$ cat src/rtl/cache_perf_cnt.sv
// Per-channel cache access/miss/max-miss-run counters with atomic snapshot
// (optionally read-and-clear) and a one-cycle-latency readout port.
module cache_perf_cnt #(
  parameter int unsigned NCH   = 2,
  parameter int unsigned CNT_W = 32,
  parameter bit          SAT   = 1'b1,
  parameter int unsigned CH_W  = (NCH > 1) ? $clog2(NCH) : 1
) (
  input  logic             clk,
  input  logic             reset,
  input  logic [NCH-1:0]   valid,
  input  logic [NCH-1:0]   miss,
  input  logic             clear,
  input  logic             snap,
  input  logic             rd_en,
  input  logic [CH_W-1:0]  rd_ch,
  input  logic [1:0]       rd_field,
  output logic             rd_valid,
  output logic [CNT_W-1:0] rd_data,
  output logic [NCH-1:0]   ovf
);

  logic [CNT_W-1:0] acc_q [NCH];
  logic [CNT_W-1:0] mis_q [NCH];
  logic [CNT_W-1:0] run_q [NCH];
  logic [CNT_W-1:0] max_q [NCH];

  logic [CNT_W-1:0] acc_n [NCH];
  logic [CNT_W-1:0] mis_n [NCH];
  logic [CNT_W-1:0] run_n [NCH];
  logic [CNT_W-1:0] max_n [NCH];
  logic [NCH-1:0]   ovf_ev;

  logic [CNT_W-1:0] s_acc [NCH];
  logic [CNT_W-1:0] s_mis [NCH];
  logic [CNT_W-1:0] s_hit [NCH];
  logic [CNT_W-1:0] s_max [NCH];

  logic [CNT_W:0]   t_acc, t_mis, t_run;
  logic [CNT_W-1:0] rd_sel;

  // Returns {overflow, next value}; overflow means the input was all-ones.
  function automatic logic [CNT_W:0] inc(input logic [CNT_W-1:0] v);
    logic [CNT_W:0] r;
    if (&v) r = {1'b1, (SAT ? v : {CNT_W{1'b0}})};
    else    r = {1'b0, v + CNT_W'(1)};
    return r;
  endfunction

  always_comb begin
    t_acc  = '0;
    t_mis  = '0;
    t_run  = '0;
    ovf_ev = '0;
    for (int unsigned i = 0; i < NCH; i++) begin
      acc_n[i] = acc_q[i];
      mis_n[i] = mis_q[i];
      run_n[i] = run_q[i];
      max_n[i] = max_q[i];
      if (valid[i]) begin
        t_acc     = inc(acc_q[i]);
        acc_n[i]  = t_acc[CNT_W-1:0];
        ovf_ev[i] = t_acc[CNT_W];
        if (miss[i]) begin
          t_mis     = inc(mis_q[i]);
          t_run     = inc(run_q[i]);
          mis_n[i]  = t_mis[CNT_W-1:0];
          run_n[i]  = t_run[CNT_W-1:0];
          ovf_ev[i] = t_acc[CNT_W] | t_mis[CNT_W] | t_run[CNT_W];
          max_n[i]  = (t_run[CNT_W-1:0] > max_q[i]) ? t_run[CNT_W-1:0] : max_q[i];
        end else begin
          run_n[i] = '0;
        end
      end
    end
  end

  // Channel select by equality so out-of-range rd_ch falls through to zero.
  always_comb begin
    rd_sel = '0;
    for (int unsigned i = 0; i < NCH; i++) begin
      if (rd_ch == CH_W'(i)) begin
        case (rd_field)
          2'd0:    rd_sel = s_acc[i];
          2'd1:    rd_sel = s_mis[i];
          2'd2:    rd_sel = s_hit[i];
          default: rd_sel = s_max[i];
        endcase
      end
    end
  end

  always_ff @(posedge clk) begin
    if (reset) begin
      for (int unsigned i = 0; i < NCH; i++) begin
        acc_q[i] <= '0;
        mis_q[i] <= '0;
        run_q[i] <= '0;
        max_q[i] <= '0;
        s_acc[i] <= '0;
        s_mis[i] <= '0;
        s_hit[i] <= '0;
        s_max[i] <= '0;
      end
      ovf      <= '0;
      rd_valid <= 1'b0;
      rd_data  <= '0;
    end else begin
      for (int unsigned i = 0; i < NCH; i++) begin
        if (snap) begin
          s_acc[i] <= acc_n[i];
          s_mis[i] <= mis_n[i];
          s_hit[i] <= acc_n[i] - mis_n[i];
          s_max[i] <= max_n[i];
        end
        if (clear) begin
          acc_q[i] <= '0;
          mis_q[i] <= '0;
          run_q[i] <= '0;
          max_q[i] <= '0;
        end else begin
          acc_q[i] <= acc_n[i];
          mis_q[i] <= mis_n[i];
          run_q[i] <= run_n[i];
          max_q[i] <= max_n[i];
        end
      end
      ovf      <= clear ? '0 : (ovf | ovf_ev);
      rd_valid <= rd_en;
      if (rd_en) rd_data <= rd_sel;
    end
  end

endmodule

$ cat config.mk
export PLATFORM = sky130hd
export DESIGN_NAME = cache_perf_cnt
export DESIGN_NICKNAME = d
export VERILOG_FILES = /design/src/rtl/cache_perf_cnt.sv
export SDC_FILE = /design/constraint.sdc
export NUM_CORES = 1
export LEC_CHECK = 0
export ABC_AREA = 1
export CAP_MARGIN = 20
export CORE_AREA = 10 10 225 280
export DETAILED_ROUTE_END_ITERATION = 10
export DIE_AREA = 0 0 235 290
export PLACE_DENSITY = 0.78
export SETUP_SLACK_MARGIN = 0.2
export SYNTH_ARGS = -nofsm -noshare
export SYNTH_HDL_FRONTEND = slang
export SYNTH_SLANG_ARGS = --single-unit
export TNS_END_PERCENT = 10
$ cat constraint.sdc
create_clock -name clk -period 7.1 [get_ports clk]
set_clock_uncertainty 0.05 [all_clocks]
set_input_delay 1.065 -clock clk [delete_from_list [all_inputs] [get_ports clk]]
set_output_delay 1.065 -clock clk [all_outputs]
set_load 0.1 [all_outputs]
==> results_dict.tcl <==
set metrics [dict create \
    status "finished, final reports clean" \
    irDropWorstVdd_uv 221 \
    grt_pass1_wl_um 148000 \
    grt.total_usage 0.275 \
    die_x_um 235 \
    max_stage_delay_ps 940 \
    synth_largest_area_cell "edfxtp_1" \
    dp.cells 4894 \
    fin_tns_setup_ps 0 \
    grt.busiest_layer "met2" \
    power.density_nw_per_um2 223 \
    cts_buffer_depth 3 \
    clkLatencyLatePin_ps 650 \
    port_buffers 46 \
    hpwl_um 72200 \
    instances_no_fill 4998 \
    synthArstFlopShare 0 \
    synth_area_um2 33000 \
    yosysMostFrequentCell "nand2_1" \
    ys_ff_latch 547 \
    num_io_pins 47 \
    crit_fanout 19 \
    die_area_um2 68200 \
    globalRouteMet2Util 0.453 \
    synth_cell_type_count 60 \
    grt_overflow 0 \
    max-slew-margin-rel 0.279 \
    num_vias 28000 \
    yosys.area.top_type_share 0.466 \
    post-cts-setup-buffers 0 \
    num_rows 98 \
    postCtsHoldBufs 0 \
    gp_congestion 0.998 \
    grt_max_degree 146 \
    rsz0062_at_grt "false" \
    drc 0 \
    drv_slew 0 \
    synth_edf_count 512 \
    max_freq_mhz 205 \
    setup_ws_ps 2220 \
    finalCritPeriodShare 0.687 \
    cap_violations 0 \
    clock-sinks 547 \
    cpMostUsedCell "nand2_1" \
    first_iter_violations 2880 \
    end_kind "register" \
    final-hold-violation-count 0 \
    antenna_cells 0 \
    arrival_ps 5220 \
    cp.required_ps 7440 \
    slowest_stage "clkdlybuf4s50_1" \
    detail_route.first_pass.iterations 6 \
    final_nets 4347 \
    wl_um 96100 \
    die_y_um 290 \
    criticalPathCategory "primary input to register" \
    finalSetupViolations 0 \
    holdCritPathClass "register to register" \
    clk_root_buffer_cell "clkbuf_16" \
    h-tree-depth 2 \
    synth_area_leaders "edfxtp_1, nand2_1, nor2_1" \
    core_area_um2 57300 \
    syn_inst 3995 \
    use_met1 0.332 \
    synth_area_per_cell_um2 8.25 \
    cts.repair.resized 0 \
    final_antenna_net_count 0 \
    ys_seq_area_frac 0.487 \
    ys_dominant_reg_cell "edfxtp_1" \
    antenna_found_initial 2 \
    use_met3 0.0350 \
    grt_pass1_vias 27000 \
    ys_warn_count 0 \
    startpoint_type "primary input" \
    period_needed_ps 4880 \
    vias_per_cell 5.61 \
    cts_made_buffers 55 \
    drive_gt1_frac 0.0532 \
    synth_common_cells "nand2_1, nor2_1, edfxtp_1" \
    pre_cts_ws_ps 1600 \
    leakage_nw 15.8 \
    start_util 0.576 \
    final_util 0.644 \
    wl_per_cell_um 19.2 \
    tightest_slew_ps 1070 \
    crit_chain "clkdlybuf4s50_1, nand2_1, inv_1, nand2_4, o21ai_0, fa_1, nand2_1, nand2_1, o21ai_0, o21ai_0, nand2_1, nand2_1, nand2_1, nand2_1, nand2_1, nand3_1, nand2_1, nand2_1, nor2_1" \
    path_clk_slew_ps 60 \
    cts_tree "built" \
    syn_to_final_growth_pct 11.9 \
]
## sequential cells by signal (all words and copies together), names as in the netlist
name,count
rd_valid,1
rd_data,32
ovf,2
run_q,64
s_mis,64
s_max,64
s_hit,64
max_q,64
s_acc,64
mis_q,64
acc_q,64
## kinds of logic after synthesis
logic type | after synthesis | synth area share
other | 1 | 0.000114
adder cells (fa/ha/maj) | 134 | 0.0513
buffers and inverters | 560 | 0.0664
AND/OR/NAND/NOR | 2043 | 0.261
flip-flops | 547 | 0.487
XOR/XNOR | 143 | 0.0398
multiplexers | 1 | 0.000304
AO/OA/AOI/OAI | 566 | 0.0936
## metal layers
| metal | vias to the layer above | wire length, um |
|---|---|---|
| met5 | - | 0 |
| met4 | 0 | 7480 |
| met3 | 294 | 6370 |
| met2 | 1134 | 44600 |
| met1 | 13000 | 37600 |
| li1 | 13600 | - |
## critical path, delay by kind of cell
kind / cells / cell delay [ps]
fa+ha+maj: 1 / 300
simple gates: 13 / 1480
buf+inv: 2 / 1250
compound gates: 3 / 1110
## cell usage in the layout (no fill, tap or decap), types with 11 or more instances in the layout
master and count:
xor2_1 100, buf_4 28, ha_1 132, nor4_1 14, nor2_1 711, xnor2_1 35, inv_1 419, a221oi_1 13
a21o_1 14, conb_1 192, nand3_1 133, o211ai_1 16, nor2_2 20, nand2_1 926, nor3_1 53, o21bai_1 14
dfxtp_1 35, clkdlybuf4s50_1 45, a21oi_1 275, nand4_1 112, inv_2 14, o21ai_0 165, clkbuf_1 11, nor3_2 12
o21ai_1 36, edfxtp_1 512, clkbuf_16 58, o21a_1 18
## report_power, final
part / leakage, nW / internal, mW / total (mW) / switching (mW)
sequential: 5.84 / 3.75 / 3.87 / 0.122
clock: 0.970 / 1.90 / 3.22 / 1.32
combinational: 9.03 / 0.316 / 1.15 / 0.837
total: 15.8 / 5.96 / 8.24 / 2.28
## final timing paths
| kind | start | end | slack, ps | cells after the start |
|---|---|---|---|---|
| setup reg to reg | run_q[1][0] | max_q[1][7] | 2230 | 19 |
| hold reg to reg | ovf[1] | ovf[1] | 430 | 2 |
| hold / removal | ovf[1] | ovf[1] | 430 | 2 |
| setup / recovery | valid[0] | s_hit[0][30] | 2220 | 19 |
## final cells by class
type	instances	area, um^2
clock buffer	76	1590
timing repair buffer	78	746
clock inverter	28	403
inverter	440	1670
sequential	547	16100
multi-input combinational	3079	15500
fill	4933	20400
tap	750	938
## stage by stage
| step | cell area [um^2] | hold WS (ps) | total power [mW] |
|---|---|---|---|
| after floorplan | 33700 | 535 | 4.70 |
| after global placement | 34900 | 409 | 5.04 |
| after detailed placement | 34900 | 419 | 5.06 |
| after CTS | 36900 | 433 | 8.25 |
| after global routing | 36900 | 469 | 8.52 |
| final | 36900 | 434 | 8.24 |
No activity file was read; power rests on OpenSTA's default activity.
